File: src/rtl/hazard_ctrl.sv
// hazard_ctrl: pipeline hazard controller for a 5-stage in-order core.
// Handles load-use stalls, EX redirects, data-memory back-pressure and
// halt draining, and keeps saturating stall/flush performance counters.
module hazard_ctrl #(
    parameter int DRAIN_CYCLES = 4,
    parameter int CNT_W        = 16
) (
    input  logic             CLK,
    input  logic             RST,
    input  logic [4:0]       ID_rs1,
    input  logic [4:0]       ID_rs2,
    input  logic             ID_useRs1,
    input  logic             ID_useRs2,
    input  logic             ID_halt,
    input  logic [4:0]       EX_rd,
    input  logic             EX_memRead,
    input  logic             EX_redirect,
    input  logic             MEM_busy,
    output logic             PC_write,
    output logic             IF_ID_write,
    output logic             IF_ID_flush,
    output logic             ID_EX_bubble,
    output logic             ID_EX_write,
    output logic             EX_MEM_write,
    output logic             halted,
    output logic [CNT_W-1:0] stall_cnt,
    output logic [CNT_W-1:0] flush_cnt
);

    typedef enum logic [1:0] {
        RUN     = 2'd0,
        MEMWAIT = 2'd1,
        DRAIN   = 2'd2,
        HALTED  = 2'd3
    } state_t;

    localparam logic [3:0]       DRAIN_INIT = 4'(DRAIN_CYCLES - 1);
    localparam logic [3:0]       DRAIN_ONE  = 4'd1;
    localparam logic [CNT_W-1:0] CNT_ONE    = CNT_W'(1);
    localparam logic [CNT_W-1:0] CNT_MAX    = '1;

    state_t           state_q, state_d;
    logic [3:0]       drain_q, drain_d;
    logic [CNT_W-1:0] stall_q, stall_d;
    logic [CNT_W-1:0] flush_q, flush_d;
    logic             load_use;
    logic             stall_inc, flush_inc;

    // Load-use: the load in EX writes a register the ID instruction reads.
    always_comb begin
        load_use = EX_memRead && (EX_rd != 5'd0) &&
                   ((ID_useRs1 && (ID_rs1 == EX_rd)) ||
                    (ID_useRs2 && (ID_rs2 == EX_rd)));
    end

    // Next-state and pipeline control. The MEMWAIT cycle in which memory
    // becomes ready is treated as RUN, so EX_redirect held in EX during the
    // wait is acted on the moment the pipeline is released.
    always_comb begin
        state_d      = state_q;
        drain_d      = drain_q;
        PC_write     = 1'b0;
        IF_ID_write  = 1'b0;
        IF_ID_flush  = 1'b0;
        ID_EX_bubble = 1'b0;
        ID_EX_write  = 1'b0;
        EX_MEM_write = 1'b0;
        stall_inc    = 1'b0;
        flush_inc    = 1'b0;
        case (state_q)
            RUN, MEMWAIT: begin
                if (MEM_busy) begin
                    state_d = MEMWAIT;
                end else begin
                    state_d = RUN;
                    if (EX_redirect) begin
                        PC_write     = 1'b1;
                        IF_ID_write  = 1'b1;
                        IF_ID_flush  = 1'b1;
                        ID_EX_bubble = 1'b1;
                        ID_EX_write  = 1'b1;
                        EX_MEM_write = 1'b1;
                        flush_inc    = 1'b1;
                    end else if (load_use) begin
                        ID_EX_bubble = 1'b1;
                        ID_EX_write  = 1'b1;
                        EX_MEM_write = 1'b1;
                        stall_inc    = 1'b1;
                    end else if (ID_halt) begin
                        // Halt moves on to EX; front end freezes behind it.
                        ID_EX_write  = 1'b1;
                        EX_MEM_write = 1'b1;
                        state_d      = DRAIN;
                        drain_d      = DRAIN_INIT;
                    end else begin
                        PC_write     = 1'b1;
                        IF_ID_write  = 1'b1;
                        ID_EX_write  = 1'b1;
                        EX_MEM_write = 1'b1;
                    end
                end
            end
            DRAIN: begin
                // Feed bubbles behind the halt until the back end is empty.
                ID_EX_bubble = 1'b1;
                ID_EX_write  = !MEM_busy;
                EX_MEM_write = !MEM_busy;
                if (!MEM_busy) begin
                    if (drain_q == 4'd0) state_d = HALTED;
                    else                 drain_d = drain_q - DRAIN_ONE;
                end
            end
            default: ;  // HALTED: everything frozen until reset
        endcase
    end

    // Saturating performance counter updates.
    always_comb begin
        stall_d = stall_q;
        flush_d = flush_q;
        if (stall_inc && (stall_q != CNT_MAX)) stall_d = stall_q + CNT_ONE;
        if (flush_inc && (flush_q != CNT_MAX)) flush_d = flush_q + CNT_ONE;
    end

    // State, drain counter and performance counter registers.
    always_ff @(posedge CLK or posedge RST) begin
        if (RST) begin
            state_q <= RUN;
            drain_q <= 4'd0;
            stall_q <= '0;
            flush_q <= '0;
        end else begin
            state_q <= state_d;
            drain_q <= drain_d;
            stall_q <= stall_d;
            flush_q <= flush_d;
        end
    end

    assign halted    = (state_q == HALTED);
    assign stall_cnt = stall_q;
    assign flush_cnt = flush_q;

endmodule

File: config.mk
export PLATFORM = sky130hd
export DESIGN_NAME = hazard_ctrl
export DESIGN_NICKNAME = d
export VERILOG_FILES = /design/src/rtl/hazard_ctrl.sv
export SDC_FILE = /design/constraint.sdc
export NUM_CORES = 1
export LEC_CHECK = 0
export ABC_AREA = 1
export BUFFER_PORTS_ARGS = -buffer_cell sky130_fd_sc_hd__clkbuf_2
export CAP_MARGIN = 20
export CORE_UTILIZATION = 48
export DETAILED_ROUTE_END_ITERATION = 6
export GPL_TIMING_DRIVEN = 0
export MAX_ROUTING_LAYER = met4
export PLACE_DENSITY = 0.84
export SLEW_MARGIN = 20
export SYNTH_ARGS = -nofsm -noshare
export SYNTH_HDL_FRONTEND = slang
export SYNTH_SLANG_ARGS = --single-unit
File: constraint.sdc
create_clock -name CLK -period 1.6 [get_ports CLK]
set_clock_uncertainty 0.15 [all_clocks]
set_input_delay 0.24 -clock CLK [delete_from_list [all_inputs] [get_ports CLK]]
set_output_delay 0.24 -clock CLK [all_outputs]
set_load 0.03 [all_outputs]
# [Yosys cells after proc, flatten, opt, wreduce, memory -nomap -nowiden]
# Index checks and enable logic that the tools add are counted.
# Widths: inputs -> output; s select.
[word_totals] reg_bits=38 inputBits=23
[op_classes] n_addsub=3 eq_ne=14 reduce_logical=15 mux=31
[ops] operator="$add 16x1->16 const B" count=2
[ops] operator="$ne 16x16->1 const B" count=2
[ops] operator="$mux 4" count=6
[ops] operator="$mux 1" count=15
[ops] operator="$ne 2x2->1 const B" count=7
[ops] operator="$mux 2" count=6
[ops] operator="$eq 5x5->1" count=2
[ops] operator="$pmux 4 s2" count=1
[ops] operator="$reduce_and 7->1" count=1
[ops] operator="$logic_and 1x1->1" count=6
[ops] operator="$reduce_bool 5->1" count=1
[ops] operator="$eq 2x2->1 const B" count=2
[ops] operator="$logic_not 4->1" count=1
[ops] operator="$pmux 1 s2" count=2
[ops] operator="$pmux 2 s2" count=1
[ops] operator="$sub 4x1->4 const B" count=1
[ops] operator="$reduce_and 3->1" count=1
[ops] operator="$eq 2x1->1 const B" count=1
[ops] operator="$logic_not 2->1" count=1
[ops] operator="$reduce_bool 2->1" count=1
[ops] operator="$reduce_or 2->1" count=1
[ops] operator="$logic_not 1->1" count=1
[ops] operator="$logic_or 1x1->1" count=1

# [Longest topological paths before layout]
[logic_depth] word_depth=9 mapped_depth=12 depth_no_buf=12

# [Least setup slack after synthesis]
# No wires, ideal clock.
[synth_timing] path_kind="register to register" startpoint="reg stall_q[0] (netlist: stall_cnt[0])" endpoint="reg stall_q[7] (netlist: stall_cnt[7])" arrival_ns=1.622 synth_period_minus_slack_ns=1.892 required_ns=1.330 setup_ns=0.120 slack_ns=-0.292 path_buffers=1 stages_incl_launch_ff=10 path_cell_list="dfrtp_1 ha_1 inv_1 nor2_4 nand4_1 o21ai_2 nor2_4 buf_6 nand2_1 o21ai_2"
[synth_between] elab_chain_len=2 elab_cells_between_ends=3 cone_classes="add/sub: 1; eq/ne: 1; reduce/logical: 1"
[synth_rtl] item="start: declaration" line_no="44" rtl="logic [CNT_W-1:0] stall_q, stall_d;"
[synth_rtl] item="start signal: assignment" line_no="135" rtl="stall_q <= stall_d;"
[synth_rtl] item="parallel branches: the longest is 2 deep, another holds $add 16x1->16"
# Parallel ways; which one is timed is not known.
# A chain may end at the register's enable or synchronous reset.

# [Worst setup path after layout]
[layout_timing] startpoint="reg state_q[1]" endpoint="out PC_write"
[layout_between] elab_chain_len=3 elab_cells_between_ends=4 cone_classes="eq/ne: 1; mux: 1; reduce/logical: 2"
[layout_rtl] item="start: declaration" line_no="42" rtl="state_t state_q, state_d;"
[layout_rtl] item="start signal: assignment" line_no="133" rtl="state_q <= state_d;"
[layout_rtl] item="$eq 2x1->1 or $logic_not 2->1 (tied branches)" line_no="70" rtl="case (state_q)"
[layout_rtl] item="$reduce_or 2->1 (*)" line_no="70"
[layout_rtl] item="$mux 1 (*)" line_no="70"
[layout_rtl] item="end: declaration" line_no="19" rtl="output logic PC_write,"
# Every way passes the cells marked *; elsewhere a longest branch is shown, timed or not.

==> reports/results.ini <==
[power]
power_density_nw_per_um2 = 898
power.leakage_nw = 1.84
irDropWorstVdd_v = 0.000590
power.share.clock = 0.223
power_frac_comb = 0.383
power_switching_mw = 1.31
seqPwrFrac = 0.395
p_int_mw = 1.92
power.share.switching = 0.406

[drt]
route.detailed.drc = 0
wirelength_um = 7040
postRouteAntennaNets = 0
wl_per_cell_um = 14.1
num_vias = 2587
via_per_inst = 5.16
drt_iter0_drc = 173
first_pass_iters = 4

[die]
die_y_um = 73.7
design.die.area_um2 = 5430
core_um2 = 4820
start_util = 0.512
row_count = 25
die_w_um = 73.7
ios = 62

[timing]
fin_crit_sh = 1.11
slew_violations = 0
fin_setup_tns_ns = -2.66
maxSlewHeadroom = 0.631
period_minus_slack_ns = 1.78
setup_slack_ns = -0.181
hold_viol_final = 0
max_freq_ghz = 0.562
whs_ns = 0.0540
setup_viol = 34
rsz0062_at_grt = true
tightest_slew_ns = 0.553

[logic_synthesis]
synth_area_um2 = 2460
synth.distinct_cells = 30
synth_cells = 329
synth_ff_type = dfrtp_1
synth_common_cells = nand2_1, inv_1, dfrtp_1
synthDominantCellAreaShare = 0.386
synth-seq-cells = 38
synthArstFlopShare = 1.00
synth_edf_count = 0
yosysMostFrequentCell = nand2_1
syn_nets = 356
yosys_warnings = 0
synth_top_area_cell = dfrtp_1
yosysSeqAreaShare = 0.386
synth_area_per_cell_um2 = 7.49
yosys-top-cells-area = dfrtp_1, nand2_1, xor2_1, inv_1, nand3_1

[critical_path]
worstPathMaxFanout = 4
critical_path_class = flop to primary output
rr_worst_depth = 9
cp.depth = 5
path_cells = nor2_4, buf_4, a31o_4, buf_6, buf_8
cp-start-kind = flop
crit_slowest_cell = dfrtp_2
path_delay_family = flip-flops
end_kind = primary output
critPathArrivalTime_ns = 1.39
cp_num_buf_inv = 3
slowest_delay_ns = 0.42
required_ns = 1.21

[global_route]
grt_max_degree = 29
grt_pass1_wl_um = 10800
grt_pass1_vias = 2430
antenna_found_initial = 0
track_usage = 0.271
grt-ovfl-total = 0

[clocking]
cts_root_buf = clkbuf_8
clkSinkCount = 38
numCtsBuffers = 5
clk_pin_slew_ns = 0.08
clk_latency_ns = 0.30
cts_max_level = 2
cts.path.max_buffers = 2
tritoncts = built

[hold_path]
holdPathStages = 3
hp-class = input pin to flop

[layout]
multi_input_area_um2 = 1480
fillerInstances = 347
utilization = 0.748
nets = 460
syn2layout_area_growth_pct = 46.1
ff_latch_area_um2 = 973
antenna_cells = 0
final-instance-count-excl-fill = 501
drive_gt1_frac = 0.449

[outcome]
violations = negative setup slack
status = finished, violations left

[placement]
port_buffers = 61
hpwlAfterDp_um = 4390
dpl.cell_count = 458
gp_congestion = 0.852

[flow_run]
drv_cap = 0

-- placed cells by master, fill, tap and decap left out, types with 3 or more instances in the layout --
cell type and n:
clkbuf_8 7, buf_8 5, nand3_2 3, inv_1 42, buf_6 9, nand2_2 13, xnor2_1 6, nor2_2 6
o21ai_1 5, o21ai_0 5, nor2_4 8, nand3_1 19, dfrtp_2 18, o21ai_2 11, nor3_2 3, nor2_1 15
nor3_1 11, buf_4 29, clkbuf_2 53, dfrtp_1 20, inv_2 9, nand2_4 3, nand2_1 75, nand4_1 10
xor2_1 21
-- worst min-delay path: stages --
cell and delay [ns]:
clkbuf_2 0.09, nand3_1 0.08, o21bai_1 0.06
-- final cells by class --
class / count / area share
clock buffer: 6 / 0.0229
buffer: 5 / 0.0149
inverter: 54 / 0.0598
timing repair buffer: 97 / 0.195
tap: 67 / 0.0233
multi-input combinational: 232 / 0.410
clock inverter: 2 / 0.00347
sequential: 38 / 0.270
-- final timing paths --
path / startpoint / slack, ns / endpoint
setup / recovery: state_q[1] / -0.18 / PC_write
hold / removal: ID_halt / 0.05 / state_q[1]
setup reg to reg: stall_cnt[1] / -0.13 / stall_cnt[0]
hold reg to reg: drain_q[3] / 0.37 / drain_q[3]
max in group asynchronous: RST / 0.60 / stall_cnt[2]
min in group asynchronous: RST / 0.25 / flush_cnt[9]
-- registers in the layout, summed over array words and instances (netlist names) --
name,flops
stall_cnt,16
state_q,2
flush_cnt,16
drain_q,4
-- timing repair --
action / 4_1_cts / 5_1_grt
endpoints found under the hold margin: 38 / 0
endpoints found under the setup margin: 31 / 41
pin swaps: 10 / 10
hold buffers: 1 / 0
gates resized for setup: 38 / 39
buffers inserted: 20 / 14
gates cloned: 2 / 0
-- per-layer routing --
metal | part of all wire | GRT usage | vias to the layer above
met5 | 0 | - | -
met1 | 0.42 | 0.317 | 1228
met2 | 0.50 | 0.455 | 95
li1 | - | - | 1250
met4 | 0.020 | 0.124 | 0
met3 | 0.055 | 0.0453 | 14
-- stage by stage --
step	area (um^2)	power [mW]	setup slack, ns
after floorplan	2570	2.02	-0.126
after global placement	2960	2.26	-0.244
after detailed placement	2980	2.31	-0.261
after CTS	3420	3.11	-0.196
after global routing	3600	3.41	-0.215
final	3600	3.23	-0.181
-- power by group through the flow --
stage / registers (mW) / clock network [mW] / logic [mW]
after floorplan: 1.42 / 0 / 0.608
after global placement: 1.29 / 0 / 0.977
after detailed placement: 1.29 / 0 / 1.02
after CTS: 1.26 / 0.720 / 1.12
after global routing: 1.30 / 0.747 / 1.36
final: 1.28 / 0.719 / 1.24
-- kinds of logic after synthesis --
kind of cell / Yosys count / synth area share
buf+inv: 59 / 0.101
fa+ha+maj: 4 / 0.0203
compound gates: 26 / 0.0716
simple gates: 173 / 0.319
xor+xnor: 29 / 0.103
flops: 38 / 0.386
Power figures use the tool's default switching activity.
